`config.mk`:
```
export PLATFORM = sky130hd
export DESIGN_NAME = vc_dest_arbiter
export DESIGN_NICKNAME = d
export VERILOG_FILES = /design/src/rtl/vc_dest_arbiter.sv
export SDC_FILE = /design/constraint.sdc
export NUM_CORES = 1
export LEC_CHECK = 0
export CORE_ASPECT_RATIO = 1.5
export CORE_MARGIN = 2
export CORE_UTILIZATION = 35
export CTS_CLUSTER_DIAMETER = 80
export DETAILED_ROUTE_END_ITERATION = 8
export PLACE_DENSITY = 0.78
export SYNTH_ARGS = -nofsm -noshare
export SYNTH_HDL_FRONTEND = slang
export SYNTH_SLANG_ARGS = --single-unit
```
`constraint.sdc`:
```
create_clock -name clk -period 1.65 [get_ports clk]
set_clock_uncertainty 0.2 [all_clocks]
set_input_delay 0.165 -clock clk [delete_from_list [all_inputs] [get_ports clk]]
set_output_delay 0.165 -clock clk [all_outputs]
set_load 0.02 [all_outputs]
```
`src/rtl/vc_dest_arbiter.sv`:
```
// Weighted round-robin drain of two virtual-channel FIFOs into destination FIFOs D0/D1.
// VC0 gets up to WEIGHT0 back-to-back grants while VC1 waits; each granted word is routed by its DEST_BIT.
module vc_dest_arbiter #(
  parameter int BW       = 6,
  parameter int DEST_BIT = 4,
  parameter int WEIGHT0  = 4
) (
  input  logic          clk,
  input  logic          reset_L,
  input  logic          enable,
  input  logic          vc0_empty,
  input  logic          vc1_empty,
  input  logic [BW-1:0] vc0_data,
  input  logic [BW-1:0] vc1_data,
  input  logic          d0_almost_full,
  input  logic          d1_almost_full,
  output logic          vc0_pop,
  output logic          vc1_pop,
  output logic          d0_push,
  output logic          d1_push,
  output logic [BW-1:0] d0_data,
  output logic [BW-1:0] d1_data,
  output logic [7:0]    vc0_cnt,
  output logic [7:0]    vc1_cnt,
  output logic          arb_idle
);

  localparam logic [2:0] W0 = WEIGHT0[2:0];

  typedef enum logic {
    PREF0 = 1'b0,
    PREF1 = 1'b1
  } arb_state_t;

  arb_state_t    state;
  logic [2:0]    credit;
  logic [2:0]    credit_up;
  logic          elig0;
  logic          elig1;
  logic          pop0;
  logic          pop1;
  logic          any_pop;
  logic [BW-1:0] win_word;
  logic          win_dest;

  logic          push0_p1;
  logic          push1_p1;
  logic [BW-1:0] data0_p1;
  logic [BW-1:0] data1_p1;
  logic [7:0]    cnt0_p1;
  logic [7:0]    cnt1_p1;
  logic          idle_p1;

  // Saturate rather than wrap so a long VC1-ineligible run cannot restart VC0's quota.
  function automatic logic [2:0] credit_inc(input logic [2:0] c);
    return (c == 3'd7) ? 3'd7 : c + 3'd1;
  endfunction

  function automatic logic dest_af(input logic [BW-1:0] word, input logic af0, input logic af1);
    return word[DEST_BIT] ? af1 : af0;
  endfunction

  // Stage p0: eligibility and grant, decided combinationally from the show-ahead heads.
  always_comb begin
    elig0 = reset_L & enable & ~vc0_empty & ~dest_af(vc0_data, d0_almost_full, d1_almost_full);
    elig1 = reset_L & enable & ~vc1_empty & ~dest_af(vc1_data, d0_almost_full, d1_almost_full);
    if (state == PREF0) begin
      pop0 = elig0;
      pop1 = elig1 & ~elig0;
    end else begin
      pop0 = elig0 & ~elig1;
      pop1 = elig1;
    end
    any_pop   = pop0 | pop1;
    win_word  = pop1 ? vc1_data : vc0_data;
    win_dest  = win_word[DEST_BIT];
    credit_up = credit_inc(credit);
  end

  assign vc0_pop = pop0;
  assign vc1_pop = pop1;

  // With no grant both branches fall through, so state and credit hold on enable=0 or blocking.
  always_ff @(posedge clk or negedge reset_L) begin
    if (!reset_L) begin
      state  <= PREF0;
      credit <= 3'd0;
    end else begin
      unique case (state)
        PREF0: begin
          if (pop0) begin
            credit <= credit_up;
            if ((credit_up >= W0) && elig1) state <= PREF1;
          end else if (pop1) begin
            credit <= 3'd0;
          end
        end
        PREF1: begin
          if (pop1) begin
            credit <= 3'd0;
            state  <= PREF0;
          end else if (pop0) begin
            credit <= 3'd1;
            state  <= PREF0;
          end
        end
        default: state <= PREF0;
      endcase
    end
  end

  // Stage p1: registered push toward the destination selected by the popped word.
  always_ff @(posedge clk or negedge reset_L) begin
    if (!reset_L) begin
      push0_p1 <= 1'b0;
      push1_p1 <= 1'b0;
      data0_p1 <= '0;
      data1_p1 <= '0;
      cnt0_p1  <= 8'd0;
      cnt1_p1  <= 8'd0;
      idle_p1  <= 1'b1;
    end else begin
      push0_p1 <= any_pop & ~win_dest;
      push1_p1 <= any_pop & win_dest;
      if (any_pop && !win_dest) data0_p1 <= win_word;
      if (any_pop && win_dest)  data1_p1 <= win_word;
      if (pop0) cnt0_p1 <= cnt0_p1 + 8'd1;
      if (pop1) cnt1_p1 <= cnt1_p1 + 8'd1;
      // A pop this cycle is the word in flight; idle only once both sources are drained.
      idle_p1  <= vc0_empty & vc1_empty & ~any_pop;
    end
  end

  assign d0_push  = push0_p1;
  assign d1_push  = push1_p1;
  assign d0_data  = data0_p1;
  assign d1_data  = data1_p1;
  assign vc0_cnt  = cnt0_p1;
  assign vc1_cnt  = cnt1_p1;
  assign arb_idle = idle_p1;

endmodule

```
# Yosys cells after proc, flatten, opt, wreduce, memory -nomap -nowiden
# Index checks and enable logic that the tools add are counted.
[word_totals]
register_bits = 35
inputBits = 19
output_inout_bits = 33
elab_cells = 58
[op_classes]
addsub = 3
magnitude_cmp = 1
eq_ne = 3
muxes = 16
bitwise_logic = 21
n_reduce_logical = 5
[ops]
columns = ["operator", "n"]
rows = [
  ["adder 8 x 1 -> 8 bit, second input constant", 2],
  ["two-way mux 3 bit", 5],
  ["bitwise AND 1 bit", 11],
  ["NOT 1 bit", 9],
  ["two-way mux 1 bit", 8],
  ["two-way mux 6 bit", 1],
  ["inequality test 3 bit, second input constant", 2],
  ["case mux 3 bit (2 select lines)", 1],
  ["adder 3 x 1 -> 3 bit, second input constant", 1],
  ["== test 3 bit, second input constant", 1],
  [">= comparator 3 bit, second input constant", 1],
  ["logical AND 1 bit", 3],
  ["case mux 1 bit (2 select lines)", 1],
  ["AND reduction 2 bit", 1],
  ["zero test 1 bit", 1],
  ["bitwise OR 1 bit", 1],
]

# Depth between registers and ports, before layout
[logic_depth]
ltp_word = 9
depth_mapped = 7
mapped_depth_nobuf = 6

# Least setup slack after synthesis
# No wires, ideal clock.
[synth_path]
path_type = "in2reg"
startpoint = "in vc0_data[4]"
endpoint = "reg cnt0_p1[1] (netlist: vc0_cnt[1])"
setup_ns = 0.125
arrival_time_ns = 1.846
required_time_ns = 1.325
slack_ns = -0.521
cell_stages = 6
path_buffers = 2
path_cell_list = "mux2_1 -> or3_1 -> clkbuf_2 -> a21oi_1 -> buf_2 -> mux2_2"
[synth_between]
elab_chain_len = 5
[synth_lines]
columns = ["element", "line", "rtl"]
rows = [
  ["start, declared", "13", "input logic [BW-1:0] vc0_data,"],
  ["two-way mux 1 bit *", "60", "return word[DEST_BIT] ? af1 : af0;"],
  ["NOT 1 bit *", "65", "elig0 = reset_L & enable & ~vc0_empty & ~dest_af(vc0_data, d0_almost_full, d1_almost_full);"],
  ["bitwise AND 1 bit *", "65", ""],
  ["bitwise AND 1 bit", "71", "pop0 = elig0 & ~elig1;"],
  ["two-way mux 1 bit *", "67", "if (state == PREF0) begin"],
  ["net vc0_pop", "17", "output logic vc0_pop,"],
  ["end signal, assigned", "127", "if (pop0) cnt0_p1 <= cnt0_p1 + 8'd1;"],
  ["end, declared", "50", "logic [7:0] cnt0_p1;"],
]
# The timed path passes the listed nets; every way through them passes the cells marked *.
# A chain may end at the register's enable or synchronous reset.

# Worst setup path in the final report
[layout_path]
startpoint = "in vc0_data[4]"
endpoint = "reg push0_p1 (netlist: d0_push)"
[layout_between]
elab_chain_len = 9
elab_cells_between_ends = 12
classes_between = "4 x mux; 8 x bitwise"
[layout_lines]
columns = ["element", "line", "rtl"]
rows = [
  ["two-way mux 1 bit", "60", ""],
  ["NOT 1 bit", "65", ""],
  ["bitwise AND 1 bit", "65", ""],
  ["NOT 1 bit", "69", "pop1 = elig1 & ~elig0;"],
  ["bitwise AND 1 bit", "69", ""],
  ["two-way mux 1 bit", "67", ""],
  ["two-way mux 6 bit", "75", "win_word = pop1 ? vc1_data : vc0_data;"],
  ["NOT 1 bit", "123", "push0_p1 <= any_pop & ~win_dest;"],
  ["bitwise AND 1 bit *", "123", ""],
  ["end signal, assigned", "123", ""],
  ["end, declared", "46", "logic push0_p1;"],
]
# Mark *: on every way between the ends. The rest lies on a longest branch, timed or not.

==> impl_results.md <==
* Status: complete, but fails checks
* Failing checks: DRC, setup timing
* Post-synth ARST share at 100%
* CTS root buf: clkbuf_8
* TritonCTS buffer count at 5
* Largest net degree at the start of global routing at 36
* Die ar. at 0.00509 sq mm
* Count leader, synth: dfrtp_1
* Leak Pwr at 0.00136 uW
* Net Switching at 908 uW
* Place WS at -1110 ps
* Final-report max-slew violation count at 0
* GP Congestion at 0.706
* Worst vdd ir at 0.610 mV
* Crit path from: vc0_data[4]
* CP Capture Type: flop
* CP required at 1630 ps
* Clock transition at path regs at 70 ps
* Area of the multi-input gates at 678 sq um
* Row count at 30
* Synthesized cell area at 0.00159 sq mm
* Die Width at 59.0 microns
* # nets final at 237
* Clk_lat worst skew at 280 ps
* Drt first pass iters at 6
* Final period utilization at 107%
* Number of flops mapped to enable cells by yosys at 0
* Drt wl/cell at 13.9 microns
* Number of diodes at 0
* Fin. Hold Viols at 0
* Total track usage at 15.4%
* Cell Pwr Density at 1090 mW/mm^2
* Initial antenna violation count at 0
* CP Launch Type: input pin
* Clock tree buffer depth at 2
* Synth top area share at 53.7%
* Hold Crit Class: in -> reg
* Reg2reg start: state
* CP arrival at 1740 ps
* Power share of the clock group at 23.4%
* Number of global-route vias before repair at 1,315
* Ports at 52
* Area grow syn2layout at 57.5%
* R2r worst-path depth at 5
* Routed Antenna Nets at 0
* Layout cells sized above 1 at 25.9%
* Kind of critical path: in -> reg
* Layout Cells excl Fill at 264
* # placed instances at 243
* Height of the die at 86.4 microns
* WL final at 3670 microns
* Synth top area cells: dfrtp_1 (54%), mux2i_1 (10%), xnor2_1 (7.2%)
* Synthesized instance count at 132
* R2R setup slack at 50 ps
* Netlist cell types at 31
* Synth cell count leaders: dfrtp_1 (34), inv_1 (16), mux2i_1 (16)
* Setup violations, final at 18
* Ys flop type: dfrtp_1
* Fillers at 411
* CTS tree: yes
* Max-cap violation count at 0
* Slew HR at 70.7%
* CORE AREA at 0.00443 sq mm
* Final hold slack at 63.5 ps
* Initial core utilization at 35.8%
* Crit path max fanout at 7
* Sw frac at 33.5%
* Combinational power share at 32.4%
* Crit path to: d0_push
* Synth area leader: dfrtp_1
* Post-synthesis sequential area ratio at 55.3%
* First-pass GRT wire length at 5930 microns
* Sequential Area at 877 sq um
* Via density per instance at 4.82
* IO Port Bufs at 51
* Final Instance Area at 0.00250 sq mm
* Area post-placement at 0.00226 sq mm
* Drt drc at 4
* Syn Area/Cell at 12.0 sq um
* Initial DRC Count at 40
* Tmin final at 1760 ps
* Pwr Total at 2710 uW
* H-tree depth at 2
* Detailed-placement wirelength estimate at 2550 microns
* Slew @ Worst Pin at 440 ps
* Peak Freq at 568 MHz
* Unrepaired setup endpoints after global routing: true
* Setup WS post-layout at -111 ps
* Reg2reg end: d0_push
* Grt ovf at 0
* Internal power at 1810 uW
* Syn nets at 154
* Seq pwr share at 44.2%
* Synth Warn # at 0
* Clock Sinks at 35
* Number of vias in the routed layout at 1,272
* Synth Register Bits at 35
[worst max-delay path: stages]
cell and delay (ps):
buf_6 90, mux2_4 290, or3_4 380, o21ai_4 160
buf_6 170, a2bb2oi_4 280, buf_4 170, inv_2 30
[area by class of cell]
| class | instances | share of cell area, % |
|---|---|---|
| Multi-Input combinational cell | 78 | 27.2 |
| Sequential cell | 35 | 35.1 |
| Inverter | 17 | 2.66 |
| Timing Repair Buffer | 78 | 29.0 |
| Clock inverter | 1 | 0.201 |
| Tap cell | 48 | 2.41 |
| Clock buffer | 7 | 3.46 |
[what timing repair did]
action,in CTS,in global routing
setup endpoints to repair,52,32
resized for setup,48,20
hold endpoints to repair,34,0
hold buffers,1,0
buffers inserted,8,5
pin swaps,4,8
[routing by layer]
layer	GRT usage (%)	vias up	share of wire, %
li1	-	610	-
met1	18.1	622	38
met2	26.9	33	56
met3	3.28	7	4.9
met4	5.58	0	1.4
met5	0	-	0
[stage by stage]
stage	setup TNS (ps)	utilization, %
finish	-1270	56.4
global route	-2620	56.4
detailed placement	-28490	51.1
floorplan	-10220	-
CTS	-1330	54.6
global placement	-26820	51.1
[cells in the final DEF (no fill, tap or decap), types with 5 or more instances in the layout]
| cell | n |
|---|---|
| nand4_1 | 5 |
| clkbuf_8 | 6 |
| buf_6 | 7 |
| mux2i_1 | 13 |
| dlymetal6s2s_1 | 5 |
| dlygate4sd2_1 | 19 |
| xnor2_1 | 13 |
| nand2_1 | 11 |
| clkdlybuf4s50_1 | 20 |
| inv_1 | 15 |
| buf_4 | 20 |
| dfrtp_1 | 34 |
[cells by family after synthesis]
group	after synthesis	synth area share, %
buf+inv	19	4.81
compound gates	11	7.34
flops	35	55.3
xor+xnor	14	7.73
mux	18	11.5
simple gates	32	10.9
fa+ha+maj	3	2.37
[state kept, by name, indices dropped and copies added (netlist names), 3 cells and up]
name and flops:
credit 3, d0_data 6, d1_data 6, vc0_cnt 8
vc1_cnt 8
[how the worst min path moves through the flow]
stage                         start        end  slack (ps)  cells after the start
after floorplan             reset_L  credit[0]        -330                      0
after global placement      reset_L    d0_push          60                      2
after detailed placement    reset_L    d0_push          60                      2
after CTS                 vc0_empty   arb_idle          50                      2
after global routing      vc0_empty   arb_idle          70                      2
final                     vc0_empty   arb_idle          60                      2
[power by group through the flow]
stage                     logic, uW  registers [uW]  clock network [uW]
after floorplan                 260            1390                   0
after global placement          906            1220                   0
after detailed placement        925            1220                   0
after CTS                       885            1200                 652
after global routing            970            1230                 686
final                           878            1200                 634
(Power assumes the default switching activity.)
